File: src/rtl/adder_tree_n_if.sv
// Beat/result handshake bundle for adder_tree_n.
// The tree drives the slave side; the PE array / psum buffer use the master side.
`ifndef W_PSUM
`define W_PSUM 24
`endif

interface adder_tree_n_if #(
  parameter int N_IN   = 16,
  parameter int W_IN   = 20,
  parameter int W_PSUM = `W_PSUM,
  parameter int W_OUT  = 32
);
  logic                     vld_i;
  logic                     rdy_o;
  logic [N_IN*W_IN-1:0]     in_flat;
  logic signed [W_PSUM-1:0] psum;
  logic                     mode_i;
  logic                     first_i;
  logic                     last_i;
  logic signed [W_OUT-1:0]  acc_o;
  logic                     vld_o;
  logic                     rdy_i;
  logic                     ovf_o;

  modport master (
    output vld_i, in_flat, psum, mode_i, first_i, last_i, rdy_i,
    input  rdy_o, acc_o, vld_o, ovf_o
  );

  modport slave (
    input  vld_i, in_flat, psum, mode_i, first_i, last_i, rdy_i,
    output rdy_o, acc_o, vld_o, ovf_o
  );
endinterface

File: src/rtl/adder_tree_n.sv
// Pipelined N_IN-input signed adder tree with psum add and first/last accumulation.
// Optional saturating final add enabled by defining ADDER_TREE_SAT_EN.
module adder_tree_n #(
  parameter int N_IN   = 16,
  parameter int W_IN   = 20,
  parameter int W_PSUM = `W_PSUM,
  parameter int W_OUT  = 32
) (
  input logic          clk,
  input logic          rst,
  adder_tree_n_if.slave bus
);

  localparam int LG = $clog2(N_IN);

`ifdef ADDER_TREE_SAT_EN
  localparam logic [W_OUT-1:0] SAT_MAX = {1'b0, {(W_OUT-1){1'b1}}};
  localparam logic [W_OUT-1:0] SAT_MIN = {1'b1, {(W_OUT-1){1'b0}}};
`endif

  // Returns {clamped_flag, sum}; wraps unless saturation is built in.
  function automatic logic [W_OUT:0] add_fn(input logic signed [W_OUT-1:0] a,
                                            input logic signed [W_OUT-1:0] b);
`ifdef ADDER_TREE_SAT_EN
    logic signed [W_OUT:0] s;
    s = {a[W_OUT-1], a} + {b[W_OUT-1], b};
    if (s[W_OUT] != s[W_OUT-1]) return {1'b1, s[W_OUT] ? SAT_MIN : SAT_MAX};
    return {1'b0, s[W_OUT-1:0]};
`else
    return {1'b0, a + b};
`endif
  endfunction

  logic en;
  logic vld_o_q, vld_o_d;
  logic ovf_o_q, ovf_o_d;
  logic signed [W_OUT-1:0] acc_o_q, acc_o_d;

  assign en        = !vld_o_q || bus.rdy_i;
  assign bus.rdy_o = en;
  assign bus.vld_o = vld_o_q;
  assign bus.acc_o = acc_o_q;
  assign bus.ovf_o = ovf_o_q;

  // Level 0 is the unregistered input slice; level j holds N_IN>>j sums at W_IN+j bits.
  for (genvar j = 0; j <= LG; j++) begin : g_lvl
    logic signed [W_IN+j-1:0] lvl [N_IN>>j];
    if (j == 0) begin : g_src
      for (genvar k = 0; k < N_IN; k++) begin : g_in
        assign lvl[k] = bus.in_flat[k*W_IN +: W_IN];
      end
    end else begin : g_reg
      logic signed [W_IN+j-1:0] lvl_q [N_IN>>j];
      logic signed [W_IN+j-1:0] lvl_d [N_IN>>j];
      always_comb begin
        for (int k = 0; k < (N_IN >> j); k++) begin
          lvl_d[k] = lvl_q[k];
          if (en) begin
            lvl_d[k] = {g_lvl[j-1].lvl[2*k][W_IN+j-2],   g_lvl[j-1].lvl[2*k]} +
                       {g_lvl[j-1].lvl[2*k+1][W_IN+j-2], g_lvl[j-1].lvl[2*k+1]};
          end
        end
      end
      always_ff @(posedge clk) begin
        if (rst) lvl_q <= '{default: '0};
        else     lvl_q <= lvl_d;
      end
      assign lvl = lvl_q;
    end
  end

  // Side-band delay line aligned with tree level j.
  logic                     vld_pipe_q   [1:LG], vld_pipe_d   [1:LG];
  logic                     mode_pipe_q  [1:LG], mode_pipe_d  [1:LG];
  logic                     first_pipe_q [1:LG], first_pipe_d [1:LG];
  logic                     last_pipe_q  [1:LG], last_pipe_d  [1:LG];
  logic signed [W_PSUM-1:0] psum_pipe_q  [1:LG], psum_pipe_d  [1:LG];

  always_comb begin
    vld_pipe_d   = vld_pipe_q;
    mode_pipe_d  = mode_pipe_q;
    first_pipe_d = first_pipe_q;
    last_pipe_d  = last_pipe_q;
    psum_pipe_d  = psum_pipe_q;
    if (en) begin
      for (int s = LG; s >= 2; s--) begin
        vld_pipe_d[s]   = vld_pipe_q[s-1];
        mode_pipe_d[s]  = mode_pipe_q[s-1];
        first_pipe_d[s] = first_pipe_q[s-1];
        last_pipe_d[s]  = last_pipe_q[s-1];
        psum_pipe_d[s]  = psum_pipe_q[s-1];
      end
      vld_pipe_d[1]   = bus.vld_i;
      mode_pipe_d[1]  = bus.mode_i;
      first_pipe_d[1] = bus.first_i;
      last_pipe_d[1]  = bus.last_i;
      psum_pipe_d[1]  = bus.psum;
    end
  end

  always_ff @(posedge clk) begin
    if (rst) begin
      vld_pipe_q   <= '{default: 1'b0};
      mode_pipe_q  <= '{default: 1'b0};
      first_pipe_q <= '{default: 1'b0};
      last_pipe_q  <= '{default: 1'b0};
      psum_pipe_q  <= '{default: '0};
    end else begin
      vld_pipe_q   <= vld_pipe_d;
      mode_pipe_q  <= mode_pipe_d;
      first_pipe_q <= first_pipe_d;
      last_pipe_q  <= last_pipe_d;
      psum_pipe_q  <= psum_pipe_d;
    end
  end

  // Final stage: one shared adder; base is the psum unless continuing an accumulation.
  logic signed [W_OUT-1:0] tree_ext, psum_ext, add_base, sum_val;
  logic [W_OUT:0]          add_r;
  logic                    sum_ovf, ovf_stk;
  logic signed [W_OUT-1:0] acc_q, acc_d;
  logic                    acc_open_q, acc_open_d;
  logic                    ovf_acc_q, ovf_acc_d;
  logic                    f_vld, f_mode, f_first, f_last;

  assign tree_ext = W_OUT'(g_lvl[LG].lvl[0]);
  assign psum_ext = W_OUT'(psum_pipe_q[LG]);
  assign f_vld    = vld_pipe_q[LG];
  assign f_mode   = mode_pipe_q[LG];
  assign f_first  = first_pipe_q[LG];
  assign f_last   = last_pipe_q[LG];

  always_comb begin
    add_base   = (f_mode && !f_first) ? acc_q : psum_ext;
    add_r      = add_fn(add_base, tree_ext);
    sum_val    = add_r[W_OUT-1:0];
    sum_ovf    = add_r[W_OUT];
    ovf_stk    = sum_ovf | (!f_first & ovf_acc_q);
    acc_o_d    = acc_o_q;
    vld_o_d    = vld_o_q;
    ovf_o_d    = ovf_o_q;
    acc_d      = acc_q;
    acc_open_d = acc_open_q;
    ovf_acc_d  = ovf_acc_q;
    if (en) begin
      vld_o_d = 1'b0;
      if (f_vld && !f_mode) begin
        acc_o_d = sum_val;
        ovf_o_d = sum_ovf;
        vld_o_d = 1'b1;
      end else if (f_vld) begin
        acc_d      = sum_val;
        acc_open_d = !f_last;
        ovf_acc_d  = f_last ? 1'b0 : ovf_stk;
        if (f_last) begin
          acc_o_d = sum_val;
          ovf_o_d = ovf_stk;
          vld_o_d = 1'b1;
        end
      end
    end
  end

  always_ff @(posedge clk) begin
    if (rst) begin
      acc_o_q    <= '0;
      vld_o_q    <= 1'b0;
      ovf_o_q    <= 1'b0;
      acc_q      <= '0;
      acc_open_q <= 1'b0;
      ovf_acc_q  <= 1'b0;
    end else begin
      acc_o_q    <= acc_o_d;
      vld_o_q    <= vld_o_d;
      ovf_o_q    <= ovf_o_d;
      acc_q      <= acc_d;
      acc_open_q <= acc_open_d;
      ovf_acc_q  <= ovf_acc_d;
    end
  end

endmodule

File: src/flat_wrapper.sv
// flat-port wrapper written by rule: the top's interface ports become plain ports
module adder_tree_n_flat 
#(
  parameter int N_IN   = 16,
  parameter int W_IN   = 20,
  parameter int W_PSUM = `W_PSUM,
  parameter int W_OUT  = 32
)
  (clk, rst, bus_vld_i, bus_in_flat, bus_psum, bus_mode_i, bus_first_i, bus_last_i, bus_rdy_i, bus_rdy_o, bus_acc_o, bus_vld_o, bus_ovf_o);
  adder_tree_n_if #(.N_IN(N_IN), .W_IN(W_IN), .W_PSUM(W_PSUM), .W_OUT(W_OUT)) bus_i ();
  input logic clk;
  input logic rst;
  input wire logic [$bits(bus_i.vld_i)-1:0] bus_vld_i;
  input wire logic [$bits(bus_i.in_flat)-1:0] bus_in_flat;
  input wire logic [$bits(bus_i.psum)-1:0] bus_psum;
  input wire logic [$bits(bus_i.mode_i)-1:0] bus_mode_i;
  input wire logic [$bits(bus_i.first_i)-1:0] bus_first_i;
  input wire logic [$bits(bus_i.last_i)-1:0] bus_last_i;
  input wire logic [$bits(bus_i.rdy_i)-1:0] bus_rdy_i;
  output wire logic [$bits(bus_i.rdy_o)-1:0] bus_rdy_o;
  output wire logic [$bits(bus_i.acc_o)-1:0] bus_acc_o;
  output wire logic [$bits(bus_i.vld_o)-1:0] bus_vld_o;
  output wire logic [$bits(bus_i.ovf_o)-1:0] bus_ovf_o;
  assign bus_i.vld_i = bus_vld_i;
  assign bus_i.in_flat = bus_in_flat;
  assign bus_i.psum = bus_psum;
  assign bus_i.mode_i = bus_mode_i;
  assign bus_i.first_i = bus_first_i;
  assign bus_i.last_i = bus_last_i;
  assign bus_i.rdy_i = bus_rdy_i;
  assign bus_rdy_o = bus_i.rdy_o;
  assign bus_acc_o = bus_i.acc_o;
  assign bus_vld_o = bus_i.vld_o;
  assign bus_ovf_o = bus_i.ovf_o;
  adder_tree_n #(.N_IN(N_IN), .W_IN(W_IN), .W_PSUM(W_PSUM), .W_OUT(W_OUT)) u_core (.clk(clk), .rst(rst), .bus(bus_i));
endmodule
File: config.mk
export PLATFORM = sky130hd
export DESIGN_NAME = adder_tree_n_flat
export DESIGN_NICKNAME = d
export VERILOG_FILES = /design/src/rtl/adder_tree_n_if.sv /design/src/rtl/adder_tree_n.sv /design/src/flat_wrapper.sv
export SDC_FILE = /design/constraint.sdc
export NUM_CORES = 2
export LEC_CHECK = 0
export CAP_MARGIN = 40
export CORE_MARGIN = 10
export CORE_UTILIZATION = 50
export DETAILED_ROUTE_END_ITERATION = 10
export PLACE_DENSITY_LB_ADDON = 0.25
export SYNTH_ARGS = -nofsm -noshare
export SYNTH_HDL_FRONTEND = slang
export SYNTH_SLANG_ARGS = --single-unit
File: constraint.sdc
create_clock -name clk -period 4.8 [get_ports clk]
set_clock_uncertainty 0.15 [all_clocks]
set_input_delay 0.48 -clock clk [delete_from_list [all_inputs] [get_ports clk]]
set_output_delay 0.48 -clock clk [all_outputs]
set_load 0.05 [all_outputs]
# After elaboration in Yosys (flattened, before gate mapping)
# Index checks and enable logic that the tools add are counted.
# W data, S select, Z words.
[classes] n_addsub=16 mux=11 bitwise_logic=2 n_reduce_logical=10
[op_table] operator="$add A20 B20 Y21" n=8
[op_table] operator="$mux W32" n=4
[op_table] operator="$add A21 B21 Y22" n=4
[op_table] operator="$add A22 B22 Y23" n=2
[op_table] operator="$add A32 B24 Y32" n=1
[op_table] operator="$add A23 B23 Y24" n=1
[op_table] operator="$mux W1" n=7
[op_table] operator="$reduce_and A3 Y1" n=2
[op_table] operator="$reduce_bool A2 Y1" n=2
[op_table] operator="$logic_not A1 Y1" n=3
[op_table] operator="$logic_and A1 B1 Y1" n=2
[op_table] operator="$and A1 B1 Y1" n=1
[op_table] operator="$logic_or A1 B1 Y1" n=1
[op_table] operator="$not A1 Y1" n=1
[word_totals] ff_bits=505

# Logic depth before layout (Yosys ltp)
[depth] ltp_word=7 ltp_mapped=15

# Least setup slack after synthesis
# Ideal clock, no wire load.
[synth_timing] kind="reg2reg" start="register u_core.mode_pipe_q (netlist bit u_core.f_mode)" end="register u_core.acc_q[30]" arrival_ps=3844 required_time_ps=4520 slack_ps=676 path_stages_with_launch=16 path_buffers=2 synth_period_minus_slack_ps=4124 path_cell_list="dfxtp_1 > nor2b_1 > clkbuf_1 > buf_1 > mux2_2 > ha_1 > inv_1 > fa_1 > nor2b_4 > o31a_1 > o41ai_2 > a21oi_2 > or4_4 > a311oi_4 > o21a_1 > o211ai_1"
[synth_between] elab_chain_len=4
[synth_rtl] element="from (decl)" line="adder_tree_n.sv:74" text="logic mode_pipe_q [1:LG], mode_pipe_d [1:LG];"
[synth_rtl] element="from (signal assigned)" line="adder_tree_n.sv:110" text="mode_pipe_q <= mode_pipe_d;"
[synth_rtl] element="parallel branches: the longest is 4 deep, another holds $add A32 B24 Y32"
[synth_rtl] element="to (signal assigned)" line="adder_tree_n.sv:169" text="acc_q <= '0;"
[synth_rtl] element="to (signal assigned)" line="adder_tree_n.sv:176" text="acc_q <= acc_d;"
[synth_rtl] element="to (decl)" line="adder_tree_n.sv:121" text="logic signed [W_OUT-1:0] acc_q, acc_d;"
# Several ways; the timed one is not identified.
# A chain may end at the register's enable or synchronous reset.

# Worst setup path in the final report
[layout_timing] start="register u_core.mode_pipe_q (netlist bit u_core.f_mode)" end="register u_core.acc_o_q[30], in the netlist u_core.bus.acc_o[30]"
[layout_between] elab_chain_len=6
[layout_rtl] element="$logic_and A1 B1 Y1" line="adder_tree_n.sv:134" text="add_base = (f_mode && !f_first) ? acc_q : psum_ext;"
[layout_rtl] element="$mux W32" line="adder_tree_n.sv:134"
[layout_rtl] element="$add A32 B24 Y32" line="adder_tree_n.sv:30" text="return {1'b0, a + b};"
[layout_rtl] element="$mux W32" line="adder_tree_n.sv:155" text="if (f_last) begin"
[layout_rtl] element="$mux W32" line="adder_tree_n.sv:151" text="end else if (f_vld) begin"
[layout_rtl] element="$mux W32" line="adder_tree_n.sv:147" text="if (f_vld && !f_mode) begin"
[layout_rtl] element="to (signal assigned)" line="adder_tree_n.sv:173" text="acc_o_q <= acc_o_d;"
[layout_rtl] element="to (decl)" line="adder_tree_n.sv:37" text="logic signed [W_OUT-1:0] acc_o_q, acc_o_d;"
# Several ways; a longest one is shown, not always the timed one. The select of a mux whose other input is x is not followed.

==> key figures <==
Outcome
  • Status: complete, no violations

Critical path
  • Critical path arrival: 4.50 ns
  • CP endpoint kind: flip-flop
  • Critical path class: flip-flop to flip-flop
  • Reg-to-Reg End: u_core.bus.acc_o[30]
  • Setup crit end: u_core.bus.acc_o[30]
  • Critical path's largest stage delay: 0.57 ns
  • Worst Path Max Fanout: 25
  • CP bufs+invs: 1
  • Slowest CP cell: or4_4
  • Flop-to-flop setup slack: 0.64 ns
  • Setup crit start: u_core.f_mode
  • Cells along the critical path: nor2b_2 -> buf_4 -> mux2_2 -> ha_1 -> a21oi_1 -> nor2_1 -> a211oi_2 -> a21oi_2 -> or4_4 -> a311oi_4 -> o21a_1 -> o211ai_1
  • Top delay family on crit path: compound AO/OA/AOI/OAI gates
  • Startpoint Class: flip-flop
  • Reg2reg start: u_core.f_mode
  • R2R cell count: 12
  • Critical Path RT: 5.14 ns
  • Worst path depth: 12

GRT
  • Gr ovfl total: 0
  • Initial antenna violation count: 0
  • Gr usage total: 22.3%
  • Global-route wire length before repair: 148000 um
  • Largest net degree at the start of global routing: 191
  • Vias in the first global route: 29700

Timing
  • Final setup viols: 0
  • Max Slew Vio Count: 0
  • Worst Max-Slew Pin Slew: 0.914 ns
  • Fmax: 240 MHz
  • Setup slack after layout: 0.640 ns
  • Hold Slack: 0.241 ns
  • Ratio of final minimum period to clock period: 86.7%
  • Min cycle time layout: 4.16 ns
  • Normalized max-slew margin: 37.5%
  • Setup TNS: 0 ns
  • RSZ-0062 raised after global routing: no
  • Endpoints failing hold: 0

Logic synthesis
  • Cells after Synth: 4295
  • Top cell type's share of synthesized area: 30.3%
  • Most frequent cell after synthesis: nand2_1
  • Netlist cell types: 83
  • Yosys synthesis warning count: 0
  • Yosys reg bits: 505
  • Leading area contributor after synthesis: dfxtp_1
  • Ys flop type: dfxtp_1
  • Post-synth ARST share: 0%
  • Cell Area, Synth: 33400 um2
  • Post-synthesis net count: 5007
  • Top cells by count, synth: nand2_1 (844), a21oi_1 (596), dfxtp_1 (505), ha_1 (345), o21ai_0 (288)
  • Post-synthesis sequential area ratio: 30.3%
  • Top post-synthesis cells by area: dfxtp_1 (30%), ha_1 (13%), nand2_1 (9.5%), a21oi_1 (8.9%), xnor2_1 (4.4%)
  • Avg Inst Size Synth: 7.77 um2
  • Number of flops mapped to enable cells by yosys: 0

Clock network
  • Post-CTS sizing: 0
  • CTS root buf: clkbuf_16
  • CTS tree: done
  • CTS buffer count: 54
  • Clk slew on worst S/H paths: 0.06 ns
  • CTS Hold Buffers Added: 0
  • Setup Buffers After CTS: 0
  • CTS sink cnt: 505
  • Worst-case clock buffer depth: 3
  • Worst-skew pair later-pin latency: 0.62 ns
  • H-tree levels: 2

Floorplanning
  • Initial Utilization: 50.6%
  • Die width: 278 um
  • Cell Rows: 94
  • Core ar.: 66000 um2
  • Die area: 77500 um2
  • Ports: 386
  • Die Y: 278 um

Drt
  • DRT iter0 DRCs: 2051
  • Post-DR wirelength/cell: 16.5 um
  • Vias per cell: 5.69
  • Post-Route WL: 89900 um
  • DRT antenna net count: 0
  • DR pass1 iterations: 5
  • Via Count: 31000
  • DR DRC count: 0

Finish
  • Layout area overhead: 18.6%
  • Final nets: 5260
  • # diodes: 0
  • Proportion of layout cells with a drive suffix above 1: 3.86%

Place
  • Port buffer count: 385
  • GP Congestion: 0.900
  • Worst slack, placed: 0.637 ns
  • Final HPWL DP: 68000 um

Worst hold path
  • Worst hold path class: input pin to flip-flop

Pwr
  • Pwr Density: 355 nW/um2
  • Peak supply drop: 0.260 mV
  • Leak Pwr: 16.7 nW

Run
  • Max-Cap Viols: 0
[kinds of logic (layout without fill, tap and decap cells)]
family / count (synthesis) / in the layout / share of synthesized area, %
DFF: 505 / 505 / 30.3
xor gates and xnor gates: 266 / 266 / 6.98
muxes: 32 / 32 / 1.05
AOI/OAI and AO/OA: 1434 / 1434 / 26.1
buffers and inverters: 293 / 588 / 3.30
and+or+nand+nor: 1404 / 1404 / 18.4
adders and majority gates: 361 / 361 / 13.9
[metal layers]
layer / vias to the layer above / global-route usage [%] / part of all wire, %
li1: 15900 / - / -
met1: 14400 / 28.5 / 45
met2: 594 / 39.1 / 48
met3: 93 / 3.47 / 4.8
met4: 0 / 4.92 / 1.5
met5: - / 0 / 0
[cell usage in the layout, fill, tap and decap left out, types with 71 or more instances in the layout]
| cell type | count |
|---|---|
| xor2_1 | 99 |
| a21o_1 | 161 |
| inv_1 | 80 |
| nor2_1 | 173 |
| nand3_1 | 100 |
| ha_1 | 345 |
| nand2_1 | 843 |
| xnor2_1 | 167 |
| o21ai_0 | 288 |
| clkdlybuf4s50_1 | 384 |
| dfxtp_1 | 505 |
| a211oi_1 | 71 |
| a21oi_1 | 596 |
[where the power goes]
group	switching [mW]	internal, mW
combinational	2.59	2.08
sequential	0.434	4.78
clock	1.75	2.42
total	4.77	9.28
[area by class of cell]
cell class	count	area (um2)
flip-flops and latches	505	10100
clock buffers	76	1510
multi-input cells	3497	22200
well taps	864	1080
fillers	6120	26400
clock inverters	22	262
inverters	82	315
repair buffers	408	4120
[registers in the layout, summed over array words and instances, names as in the netlist]
register and cells:
u_core.bus.ovf_o 1, u_core.psum_pipe_q 72, u_core.acc_q 32, u_core.bus.vld_o 1, u_core.mode_pipe_q 3, u_core.first_pipe_q 3, u_core.f_first 1, u_core.f_last 1
u_core.psum_ext 24, u_core.bus.acc_o 32, u_core.g_lvl.g_reg.lvl_q 326, u_core.ovf_acc_q 1, u_core.vld_pipe_q 3, u_core.f_mode 1, u_core.f_vld 1, u_core.last_pipe_q 3
[stage by stage]
step                      cell area (um2)  power, mW  utilization (%)  cells
after floorplan                     33400       8.56                -   4295
after global routing                39600       14.9             60.0   5454
after CTS                           39600       14.1             60.0   5454
after detailed placement            37800       9.91             57.4   5356
final                               39600       14.1             60.0   5454
after global placement              37800       9.88             57.3   5354
[how the worst min path moves through the flow]
stage	slack, ns	start	depth (start not counted)	end
2_1_floorplan	0.28	u_core.g_lvl[1].g_reg.lvl_q[145]	2	u_core.g_lvl[1].g_reg.lvl_q[145]
3_5_place_dp	0.29	u_core.psum_ext[23]	2	u_core.psum_ext[23]
3_3_place_gp	0.29	u_core.g_lvl[1].g_reg.lvl_q[145]	2	u_core.g_lvl[1].g_reg.lvl_q[145]
5_1_grt	0.25	bus_mode_i	3	u_core.mode_pipe_q[3]
6_report	0.24	rst	2	u_core.g_lvl[1].g_reg.lvl_q[17]
4_1_cts	0.22	bus_psum[20]	3	u_core.psum_pipe_q[92]
Power figures use the tool's default switching activity.
